## src/rtl/latch_write_arbiter_pkg.sv

```systemverilog
// Shared definitions for the latch write arbiter: FSM state codes and the
// round-robin pick function used by rr_arbiter.
package latch_ctrl_pkg;

  localparam logic [2:0] ST_IDLE  = 3'd0;
  localparam logic [2:0] ST_SETUP = 3'd1;
  localparam logic [2:0] ST_OPEN  = 3'd2;
  localparam logic [2:0] ST_HOLD  = 3'd3;
  localparam logic [2:0] ST_DONE  = 3'd4;

  localparam int unsigned RR_MAXN = 32'd32;
  localparam int          RR_IW   = $clog2(RR_MAXN);

  // Fixed-width pick so one function serves any NREQ up to RR_MAXN; only the
  // low n bits of req are searched, starting at ptr and wrapping modulo n.
  function automatic logic [RR_MAXN-1:0] rr_pick(input logic [RR_MAXN-1:0] req,
                                                 input int unsigned n,
                                                 input int unsigned ptr);
    logic [RR_MAXN-1:0] pick;
    logic               found;
    logic [RR_IW-1:0]   idx;
    pick  = '0;
    found = 1'b0;
    for (int unsigned k = 32'd0; k < RR_MAXN; k++) begin
      idx = RR_IW'((ptr + k) % n);
      if ((k < n) && !found && req[idx]) begin
        pick[idx] = 1'b1;
        found     = 1'b1;
      end else begin
        found = found;
      end
    end
    return pick;
  endfunction

endpackage

```

## src/rtl/latch_write_arbiter_rr_arbiter.sv

```systemverilog
// Round-robin arbiter: combinational one-hot pick plus the rotating priority
// pointer, which advances past the winner only when en (grant) is high.
module rr_arbiter
  import latch_ctrl_pkg::*;
#(
  parameter int NREQ = 4
) (
  input  logic            clk,
  input  logic            rst,
  input  logic [NREQ-1:0] req,
  input  logic            en,
  output logic [NREQ-1:0] pick
);

  localparam int PW = (NREQ > 1) ? $clog2(NREQ) : 1;

  logic [PW-1:0]      ptr_q;
  logic [PW-1:0]      ptr_d;
  logic [RR_MAXN-1:0] req_ext;
  logic [RR_MAXN-1:0] pick_ext;

  // Winner selection and pointer advance to the slot after the winner
  always_comb begin
    req_ext             = '0;
    req_ext[NREQ-1:0]   = req;
    pick_ext            = rr_pick(req_ext, NREQ, 32'(ptr_q));
    pick                = pick_ext[NREQ-1:0];
    ptr_d               = ptr_q;
    if (en) begin
      for (int i = 0; i < NREQ; i++) begin
        ptr_d = pick[i] ? PW'((i + 1) % NREQ) : ptr_d;
      end
    end else begin
      ptr_d = ptr_q;
    end
  end

  // Pointer register
  always_ff @(posedge clk) begin
    if (rst) begin
      ptr_q <= '0;
    end else begin
      ptr_q <= ptr_d;
    end
  end

endmodule

```

## src/rtl/latch_write_arbiter.sv

```systemverilog
// Arbitrates NREQ writers onto one transparent latch word and sequences its
// d/en pins through SETUP, OPEN and HOLD, then checks q on completion.
module latch_write_arbiter
  import latch_ctrl_pkg::*;
#(
  parameter int NREQ      = 4,
  parameter int WIDTH     = 8,
  parameter int SETUP_CYC = 1,
  parameter int EN_CYC    = 2,
  parameter int HOLD_CYC  = 1
) (
  input  logic                  clk,
  input  logic                  rst,
  input  logic [NREQ-1:0]       req,
  input  logic [NREQ*WIDTH-1:0] data_in,
  output logic [NREQ-1:0]       gnt,
  output logic [NREQ-1:0]       done,
  output logic                  err,
  output logic                  busy,
  output logic [WIDTH-1:0]      latch_d,
  output logic                  latch_en,
  input  logic [WIDTH-1:0]      latch_q
);

  localparam int MAXC_SE = (SETUP_CYC > EN_CYC) ? SETUP_CYC : EN_CYC;
  localparam int MAXC    = (MAXC_SE > HOLD_CYC) ? MAXC_SE : HOLD_CYC;
  localparam int CW      = $clog2(MAXC + 1);

  typedef logic [CW-1:0] cnt_t;

  // Counter reload values are "cycles - 1"; a phase ends when the count hits zero.
  localparam cnt_t SETUP_LD   = cnt_t'((SETUP_CYC > 0) ? SETUP_CYC - 1 : 0);
  localparam cnt_t OPEN_LD    = cnt_t'(EN_CYC - 1);
  localparam cnt_t HOLD_LD    = cnt_t'((HOLD_CYC > 0) ? HOLD_CYC - 1 : 0);
  localparam logic [2:0] FIRST_ST   = (SETUP_CYC > 0) ? ST_SETUP : ST_OPEN;
  localparam cnt_t       FIRST_LD   = (SETUP_CYC > 0) ? SETUP_LD : OPEN_LD;
  localparam logic [2:0] AFTER_OPEN = (HOLD_CYC > 0) ? ST_HOLD : ST_DONE;

  logic [2:0]       state_q, state_d;
  cnt_t             cnt_q, cnt_d;
  logic [NREQ-1:0]  gnt_q, gnt_d;
  logic [WIDTH-1:0] wd_q, wd_d;
  logic             en_q;
  logic [NREQ-1:0]  done_q;
  logic             busy_q;
  logic [NREQ-1:0]  pick;
  logic [WIDTH-1:0] wdata;
  logic             start;

  assign start = (state_q == ST_IDLE) && (|req);

  rr_arbiter #(.NREQ(NREQ)) u_rr (
    .clk  (clk),
    .rst  (rst),
    .req  (req),
    .en   (start),
    .pick (pick)
  );

  // Mux the winner's data word using the one-hot pick
  always_comb begin
    wdata = '0;
    for (int i = 0; i < NREQ; i++) begin
      wdata = pick[i] ? (wdata | data_in[i*WIDTH +: WIDTH]) : wdata;
    end
  end

  // Next-state, phase counter and grant/data capture
  always_comb begin
    state_d = state_q;
    cnt_d   = cnt_q;
    gnt_d   = gnt_q;
    wd_d    = wd_q;
    case (state_q)
      ST_IDLE: begin
        if (start) begin
          state_d = FIRST_ST;
          cnt_d   = FIRST_LD;
          gnt_d   = pick;
          wd_d    = wdata;
        end else begin
          gnt_d = '0;
        end
      end
      ST_SETUP: begin
        if (cnt_q == '0) begin
          state_d = ST_OPEN;
          cnt_d   = OPEN_LD;
        end else begin
          cnt_d = cnt_q - cnt_t'(1);
        end
      end
      ST_OPEN: begin
        if (cnt_q == '0) begin
          state_d = AFTER_OPEN;
          cnt_d   = HOLD_LD;
        end else begin
          cnt_d = cnt_q - cnt_t'(1);
        end
      end
      ST_HOLD: begin
        if (cnt_q == '0) begin
          state_d = ST_DONE;
          cnt_d   = '0;
        end else begin
          cnt_d = cnt_q - cnt_t'(1);
        end
      end
      ST_DONE: begin
        state_d = ST_IDLE;
        cnt_d   = '0;
        gnt_d   = '0;
      end
      default: begin
        state_d = ST_IDLE;
        cnt_d   = '0;
        gnt_d   = '0;
      end
    endcase
  end

  // State and registered outputs; en/done/busy are decoded from the next state
  always_ff @(posedge clk) begin
    if (rst) begin
      state_q <= ST_IDLE;
      cnt_q   <= '0;
      gnt_q   <= '0;
      wd_q    <= '0;
      en_q    <= 1'b0;
      done_q  <= '0;
      busy_q  <= 1'b0;
    end else begin
      state_q <= state_d;
      cnt_q   <= cnt_d;
      gnt_q   <= gnt_d;
      wd_q    <= wd_d;
      en_q    <= (state_d == ST_OPEN);
      done_q  <= (state_d == ST_DONE) ? gnt_d : '0;
      busy_q  <= (state_d != ST_IDLE);
    end
  end

  // Readback compare must see latch_q in the DONE cycle itself
  assign err      = (state_q == ST_DONE) && (latch_q != wd_q);
  assign gnt      = gnt_q;
  assign done     = done_q;
  assign busy     = busy_q;
  assign latch_d  = wd_q;
  assign latch_en = en_q;

endmodule

```

## config.mk

```make
export PLATFORM = sky130hd
export DESIGN_NAME = latch_write_arbiter
export DESIGN_NICKNAME = d
export VERILOG_FILES = /design/src/rtl/latch_write_arbiter_pkg.sv /design/src/rtl/latch_write_arbiter_rr_arbiter.sv /design/src/rtl/latch_write_arbiter.sv
export SDC_FILE = /design/constraint.sdc
export NUM_CORES = 1
export LEC_CHECK = 0
export CAP_MARGIN = 15
export CORE_UTILIZATION = 44
export DETAILED_ROUTE_END_ITERATION = 12
export PLACE_DENSITY = 0.81
export SYNTH_ARGS = -nofsm -noshare
export SYNTH_HDL_FRONTEND = slang
export SYNTH_SLANG_ARGS = --single-unit
```

## constraint.sdc

```tcl
create_clock -name clk -period 3.15 [get_ports clk]
set_input_delay 0.63 -clock clk [delete_from_list [all_inputs] [get_ports clk]]
set_output_delay 0.63 -clock clk [all_outputs]
set_load 0.005 [all_outputs]
```

; After elaboration in Yosys (flattened, before gate mapping)
; Index checks and enable logic that the tools add are counted.
[totals]
mem_count = 0
mem_bits_ro = 0
latch_bits = 0
output_inout_bits = 19
in_bits = 46
register_bits = 25
ramBits = 0
[classes]
mux = 42
n_reduce_logical = 22
n_eq_ne = 8
bitwise = 7
n_div = 0
order_cmp = 8
addsub = 4
shifts = 0
multipliers = 0
[op_table]
columns = op, n
row1 = 8-bit 2-to-1 mux, 4
row2 = "2-bit by 6-bit < comparator with 1-bit output, second input constant", 4
row3 = 8-bit OR, 3
row4 = 4-bit 2-to-1 mux, 5
row5 = 2-bit 2-to-1 mux, 7
row6 = 3-bit 2-to-1 mux, 4
row7 = 4-bit OR, 3
row8 = 3-bit case mux with 4 select lines, 1
row9 = 1-bit 2-to-1 mux, 11
row10 = "3-bit by 2-bit equality test with 1-bit output, second input constant", 3
row11 = 1-bit logical AND, 9
row12 = 1-bit binary-select mux with 2-bit select, 4
row13 = 1-bit demux with 2-bit select, 4
row14 = "2-bit by 1-bit greater-or-equal comparator with 1-bit output, second input constant", 4
row15 = 8-bit inequality test, 1
row16 = 4-bit case mux with 2 select lines, 1
row17 = "3-bit equality test, second input constant", 2
row18 = 2-bit case mux with 3 select lines, 1
row19 = "2-bit adder, second input constant", 2
row20 = 2-bit AND reduction, 2
row21 = 4-bit nonzero test, 1
row22 = 2-bit OR reduction, 2
row23 = 4-bit OR reduction, 1
row24 = "3-bit by 1-bit equality test with 1-bit output, second input constant", 1
row25 = 9 further kinds, 11

; Longest topological paths before layout
; Gate-level depths: netlist of the first run.
[logic_depth]
word_depth = 19
mapped_depth = 10

; Cells and area by module
; A second synthesis of the first run with hierarchy kept.
[hier_totals]
cells_unflattened = 186
hier_area_um2 = 1664.1
[modules_own_cells]
columns = module, cells_each, area_per_inst_um2, seq_area_each_um2, n_inst
row1 = latch_write_arbiter, 117, 1119.8, 460.4, 1
row2 = rr_arbiter, 69, 544.3, 40.0, 1

; Least setup slack after synthesis of the first run
; No wires, ideal clock.
[synth_timing]
path_kind = reg2reg
from = reg u_rr.ptr_q[0]
to = reg wd_q[1] (netlist: latch_d[1])
setup_slack_ps = 315
arrival_time_ps = 2749
path_stages_with_launch = 11
path_buffers = 3
cell_sequence = dfxtp_1 -> buf_2 -> inv_1 -> ha_1 -> mux4_2 -> or2_1 -> buf_6 -> o311ai_4 -> buf_6 -> a32oi_1 -> a211oi_1
[synth_via]
elab_chain_len = 19
word_cells_on_any_way = 54
classes_between = add/sub: 3 / order compare: 8 / mux: 27 / bitwise: 6 / reduce/logical: 10
[synth_lines]
columns = element, line
row1 = start: declaration, latch_write_arbiter_rr_arbiter.sv:17  ; logic [PW-1:0] ptr_q;
row2 = start signal: assignment, latch_write_arbiter_rr_arbiter.sv:43  ; ptr_q <= ptr_d;
row3 = branches (longest 11 deep; another with 2-bit by 6-bit < comparator with 1-bit output), -
row4 = 4-bit 2-to-1 mux *, latch_write_arbiter_pkg.sv:26  ; if ((k < n) && !found && req[idx]) begin
row5 = 8-bit 2-to-1 mux, latch_write_arbiter.sv:64  ; wdata = pick[i] ? (wdata | data_in[i*WIDTH +: WIDTH]) : wdata;
row6 = 8-bit OR, latch_write_arbiter.sv:64
row7 = 8-bit 2-to-1 mux, latch_write_arbiter.sv:64
row8 = 8-bit OR, latch_write_arbiter.sv:64
row9 = 8-bit 2-to-1 mux, latch_write_arbiter.sv:64
row10 = 8-bit OR, latch_write_arbiter.sv:64
row11 = 8-bit 2-to-1 mux *, latch_write_arbiter.sv:64
row12 = end signal: assignment, latch_write_arbiter.sv:136  ; wd_q <= wd_d;
row13 = end: declaration, latch_write_arbiter.sv:42  ; logic [WIDTH-1:0] wd_q, wd_d;
; Mark *: on every way between the ends. The select of a mux whose other input is x is not followed.
; A chain may end at the register's enable or synchronous reset.

; Worst setup path after layout of the first run
[layout_timing]
from = reg u_rr.ptr_q[1]
to = reg wd_q[3] (netlist: latch_d[3])
; The elaborated chain is that of the path after synthesis.

==> flow_summary.json, run 1 <==
{
  "outcome": "complete, no violations",
  "dp_hpwl_mm": 3.77,
  "area_growth_syn_to_layout_pct": 48.0,
  "hold_end": "cnt_q[1]",
  "ys_warn_count": 0,
  "cts-root-buf": "clkbuf_8",
  "synth_seq_cells": 25,
  "dr.pass1.iters": 4,
  "via_per_inst": 5.75,
  "die_w_um": 63.5,
  "power_density_nw_per_um2": 738,
  "synth_compound_area_share_pct": 26.4,
  "fmax_mhz": 338,
  "fin_crit_sh_pct": 93.9,
  "initial_core_util_pct": 48.0,
  "power_frac_comb_pct": 61.8,
  "layout-drive-gt1-share_pct": 10.3,
  "required_ps": 3290,
  "final_cell_mix": "clkdlybuf4s50_1 (64), dfxtp_1 (25), nor2_1 (20)",
  "fin_worst_skew_ps": 2.55,
  "routed-via-count": 1764,
  "r2r_start": "u_rr.ptr_q[1]",
  "p_clk_share_pct": 11.2,
  "placed_cells": 303,
  "p_total_uw": 1820,
  "fin_cells": 307,
  "grt_usage_pct": 25.6,
  "place_ws_ps": 72.9,
  "nFillCells": 292,
  "synth_fp_nets": 243,
  "swShare_pct": 40.8,
  "p_switching_uw": 743,
  "crit_slowest_cell": "mux4_2",
  "grt_pass1_wl_mm": 8.25,
  "htree_num_levels": 1,
  "layout_setup_ws_ps": 191,
  "seqPwrFrac_pct": 27.1,
  "routed_wirelength_mm": 4.92,
  "drc": 0,
  "clk_path_buf_depth": 2,
  "period_minus_slack_ps": 2960,
  "io_pins": 65,
  "p_leak_uw": 0.000930,
  "crit_top_cell": "a211oi_1",
  "cp-end-kind": "flop",
  "cts_tree": "built",
  "avgSynthCellArea_um2": 8.72,
  "fin_nets": 314,
  "ant_nets": 0,
  "synth_top_family_by_area": "compound AO/OA/AOI/OAI gates",
  "fp.dieArea_um2": 4030,
  "cp_num_cells": 8,
  "finalHoldViolations": 0,
  "clk_latency_ps": 280,
  "maxCapViolations": 0,
  "synth_fa_ha_area_share_pct": 4.51,
  "worstReg2RegEnd": "latch_d[3]",
  "path_cells": "inv_1, ha_1, mux4_2, a211oi_1, a211oi_1, buf_4, a2111oi_0, a211oi_1",
  "slowest_delay_ps": 600,
  "synth_xor_area_share_pct": 4.73,
  "core_um2": 3470,
  "hold_path.class": "flop to flop",
  "cts_buffers": 3,
  "synth_cell_type_count": 42,
  "finalMaxSlewViolations": 0,
  "syn_area_um2": 1670,
  "rr_worst_depth": 8,
  "cts.sinks": 25,
  "worst-path-buf-inv": 2,
  "placed_area_um2": 2410,
  "wl_per_cell_um": 16.0,
  "intPower_uw": 1080,
  "setup_violations": 0,
  "die_h_um": 63.5,
  "overflow": 0,
  "cp-start-kind": "flop",
  "grt_pass1_vias": 1707,
  "worstMarginPinSlew_ps": 651,
  "rows": 21,
  "r2r_slack_ps": 190,
  "muxShareOfSynthArea_pct": 6.76,
  "yosys.area_share.simple_pct": 21.2,
  "hold_start": "cnt_q[1]",
  "crit_family": "compound AO/OA/AOI/OAI gates",
  "finalSetupTns_ps": 0,
  "antenna_found_initial": 0,
  "worstHoldPathCells": 2,
  "path_clk_slew_ps": 90,
  "place_congestion": 0.858,
  "final_common_cell": "clkdlybuf4s50_1",
  "ys_seq_area_share_pct": 30.1,
  "criticalPathCategory": "flop to flop",
  "crit_fanout": 12,
  "ir_worst_vdd_v": 0.000486,
  "post-cts-setup-buffers": 0,
  "diodes": 0,
  "drtIter0Drc": 210,
  "critPathArrivalTime_ps": 3100,
  "numPortBuffers": 64,
  "grt_setup_unrepaired": "no",
  "postLayoutCellArea_um2": 2460,
  "grt_max_degree": 19,
  "syn-instance-count": 191,
  "slew_headroom_pct": 56.2
}
sequential cells by signal (all words and copies together), names as in the netlist:
register / count
gnt: 4
done: 4
u_rr.ptr_q: 2
latch_d: 8
state_q: 3
cnt_q: 2
busy: 1
latch_en: 1
synth_stat cells:
cell | count | share of area (%)
or2_1 | 1 | 0.38
buf_2 | 1 | 0.30
buf_1 | 2 | 0.45
a221oi_2 | 1 | 0.90
and2_1 | 3 | 1.1
or3_1 | 3 | 1.1
o21ai_0 | 1 | 0.30
inv_1 | 12 | 2.7
nor4_1 | 12 | 4.5
nor2b_1 | 7 | 2.6
a21boi_0 | 1 | 0.45
and4_1 | 1 | 0.53
nand2b_1 | 2 | 0.75
a22oi_1 | 3 | 1.4
mux4_2 | 4 | 5.4
a221oi_1 | 2 | 1.1
nor3_1 | 2 | 0.60
o311ai_1 | 1 | 0.53
and4b_1 | 1 | 0.60
nor3b_1 | 1 | 0.45
mux2_2 | 2 | 1.4
a211oi_1 | 11 | 5.0
nand3_1 | 1 | 0.30
a21oi_1 | 13 | 3.9
a32oi_1 | 9 | 4.7
or4_1 | 1 | 0.45
o31ai_1 | 1 | 0.45
a2111oi_0 | 9 | 4.7
xor2_1 | 8 | 4.2
nor2_1 | 20 | 4.5
o211ai_1 | 1 | 0.45
o311ai_4 | 1 | 1.6
nand4b_1 | 1 | 0.53
ha_1 | 6 | 4.5
nand2_1 | 6 | 1.4
dfxtp_1 | 25 | 30
o32ai_1 | 1 | 0.53
o21a_1 | 1 | 0.45
clkbuf_1 | 7 | 1.6
nand3b_1 | 3 | 1.4
buf_6 | 2 | 1.4
xnor2_1 | 1 | 0.53
kinds of logic after synthesis:
family / Yosys count
and+or+nand+nor: 65
AOI/OAI and AO/OA: 56
DFF: 25
buffers and inverters: 24
xor gates and xnor gates: 9
muxes: 6
adders and majority gates: 6
timing repair:
item	CTS	global route
hold buffers	0	0
setup endpoints to repair	0	1
resized for setup	0	1
layer usage:
layer	track usage [%]	share of wire, %
met1	32.0	43
met2	44.7	49
met3	5.43	6.4
met4	5.40	1.6
met5	0	0
stage by stage:
stage	util, %	hold WS, ps
after floorplan	-	439
after global placement	69.6	454
after detailed placement	69.6	461
after CTS	71.0	474
after global routing	71.1	514
final	71.1	472
layout make-up:
cell class | count | area [um^2] | share of cell area [%]
inverters | 12 | 45.0 | 1.83
clock inverters | 1 | 8.76 | 0.355
flip-flops and latches | 25 | 500 | 20.3
repair buffers | 78 | 746 | 30.3
multi-input cells | 142 | 1070 | 43.2
well taps | 46 | 57.6 | 2.34
clock buffers | 3 | 41.3 | 1.68
power by group through the flow:
stage	Clock (uW)	Sequential, uW	Combinational, uW
3_3_place_gp	0	496	1100
6_report	203	493	1120
5_1_grt	218	506	1240
2_1_floorplan	0	489	678
3_5_place_dp	0	501	1120
4_1_cts	205	494	1120
worst min-delay path, stage by stage (launching register included):
cell and delay [ps]:
dfxtp_1 340, nand2_1 60, a21oi_1 30
worst max-delay path by stage:
stage	start	to	slack (ps)
2_1_floorplan	u_rr.ptr_q[0]	latch_d[1]	320
3_3_place_gp	req[0]	latch_d[3]	70
3_5_place_dp	req[1]	latch_d[3]	70
4_1_cts	u_rr.ptr_q[1]	latch_d[3]	180
5_1_grt	u_rr.ptr_q[1]	latch_d[3]	20
6_report	u_rr.ptr_q[1]	latch_d[3]	190
Note: power is estimated with default switching activity, not from simulation.
==> inputs of run 2 (changes only) <==
- GPL_TIMING_DRIVEN: default -> 0
==> run 2 against run 1 <==
Against the previous run:
- design area is 3.1% higher
- die area unchanged
- hold slack improved by 14 ps
- clock skew grew 3.4 ps
- first-iteration DRC count decreased by 37%
- critical path type unchanged
- critical endpoint is now latch_d[7]
- largest power group unchanged
==> flow_summary.json, run 2 (synthesis gave the netlist of run 1 again) <==
{
  "rows": 21,
  "critPathArrivalTime_ps": 3210,
  "io_pins": 65,
  "cp-start-kind": "flop",
  "cts_buffers": 3,
  "rr_worst_depth": 9,
  "postLayoutCoreUtil_pct": 73.3,
  "maxCapViolations": 0,
  "criticalPathCategory": "flop to flop",
  "finalMaxSlewViolations": 0,
  "routed_wirelength_mm": 4.98,
  "post-cts-setup-buffers": 0,
  "die_h_um": 63.5,
  "setup_violations": 0,
  "worstReg2RegEnd": "latch_d[7]",
  "nFillCells": 252,
  "worstMarginPinSlew_ps": 890,
  "required_ps": 3340,
  "drtIter0Drc": 132,
  "hold_path.class": "flop to flop",
  "cts_tree": "built",
  "ir_worst_vdd_v": 0.000496,
  "worstHoldPathCells": 2,
  "layout-drive-gt1-share_pct": 10.5,
  "clk_path_buf_depth": 2,
  "wl_per_cell_um": 16.4,
  "core_um2": 3470,
  "fp.dieArea_um2": 4030,
  "power_density_nw_per_um2": 752,
  "drc": 0,
  "r2r_start": "u_rr.ptr_q[0]",
  "die_w_um": 63.5,
  "p_leak_uw": 0.000913,
  "ant_nets": 0,
  "grt_pass1_vias": 1656,
  "area_growth_syn_to_layout_pct": 52.7,
  "layout_setup_ws_ps": 126,
  "cp-end-kind": "flop",
  "clk_latency_ps": 270,
  "grt_max_degree": 17,
  "dr.pass1.iters": 4,
  "place_ws_ps": -315,
  "cts-root-buf": "clkbuf_8",
  "hold_end": "cnt_q[1]",
  "fin_crit_sh_pct": 96.0,
  "period_minus_slack_ps": 3020,
  "final_common_cell": "clkdlybuf4s50_1",
  "fin_nets": 311,
  "fin_hold_ws_ps": 486,
  "place_congestion": 0.873,
  "grt_usage_pct": 24.5,
  "overflow": 0,
  "final_cell_mix": "clkdlybuf4s50_1 (63), dfxtp_1 (24), nor2_1 (20)",
  "largest_reg_flops": 8,
  "numPortBuffers": 63,
  "cts.sinks": 25,
  "grt_pass1_wl_mm": 7.84,
  "finalHoldViolations": 0,
  "antenna_found_initial": 0,
  "fmax_mhz": 331,
  "routed-via-count": 1766,
  "crit_fanout": 10,
  "hold_start": "cnt_q[1]",
  "diodes": 0,
  "htree_num_levels": 1,
  "fin_worst_skew_ps": 5.94,
  "outcome": "complete, no violations",
  "multi_input_area_um2": 1190,
  "via_per_inst": 5.81,
  "path_clk_slew_ps": 90,
  "dp_hpwl_mm": 3.67,
  "r2r_slack_ps": 130,
  "seqCellArea_um2": 504,
  "slew_headroom_pct": 40.1,
  "initial_core_util_pct": 48.0
}
run 2: repair_timing:
item,4_1_cts,5_1_grt
resized for setup,14,17
hold buffers,0,0
pin swaps,0,1
setup endpoints to repair,12,15
run 2: worst max-delay path by stage:
stage,end,depth (start not counted),from,slack (ps)
floorplan,latch_d[1],10,u_rr.ptr_q[0],320
CTS,latch_d[1],9,u_rr.ptr_q[0],-10
global placement,latch_d[1],9,u_rr.ptr_q[0],-330
global route,latch_d[7],9,u_rr.ptr_q[0],-40
finish,latch_d[7],9,u_rr.ptr_q[0],130
detailed placement,latch_d[1],9,u_rr.ptr_q[0],-320
run 2: layer usage:
layer  vias up  GRT usage (%)  routed length (um)
met4         0           2.56                  27
met5         -              0                   0
met1       838           30.5                2220
li1        870              -                   -
met2        54           45.1                2470
met3         4           3.99                 259
run 2: critical path, cell delays in order (launching register included):
cell       delay [ps]
dfxtp_4           400
clkbuf_4          210
inv_1              90
ha_2              380
mux4_2            590
or2_1             250
buf_6             150
nor4_1            550
a2111oi_4          90
a211oi_1          230
run 2: through the flow:
stage	area [um^2]	instances	TNS [ps]	total power (uW)
finish	2540	304	0	1910
global route	2540	304	-60.7	2050
CTS	2440	304	-15.5	1810
detailed placement	2350	300	-1830	1550
global placement	2350	300	-1680	1540
floorplan	1670	191	0	1170
run 2: final cells by class:
type,instances,share of cell area (%)
Tap cell,46,2.26
Inverter,12,1.77
Multi-Input combinational cell,142,46.7
Clock inverter,1,0.344
Clock buffer,3,1.62
Sequential cell,25,19.8
Buffer,12,2.71
Timing Repair Buffer,63,24.8
run 2: power breakdown:
group          switching [uW]  internal (uW)  leakage, uW
Combinational             629            594     0.000680
Clock                     107           92.6    0.0000261
Sequential               80.2            410     0.000206
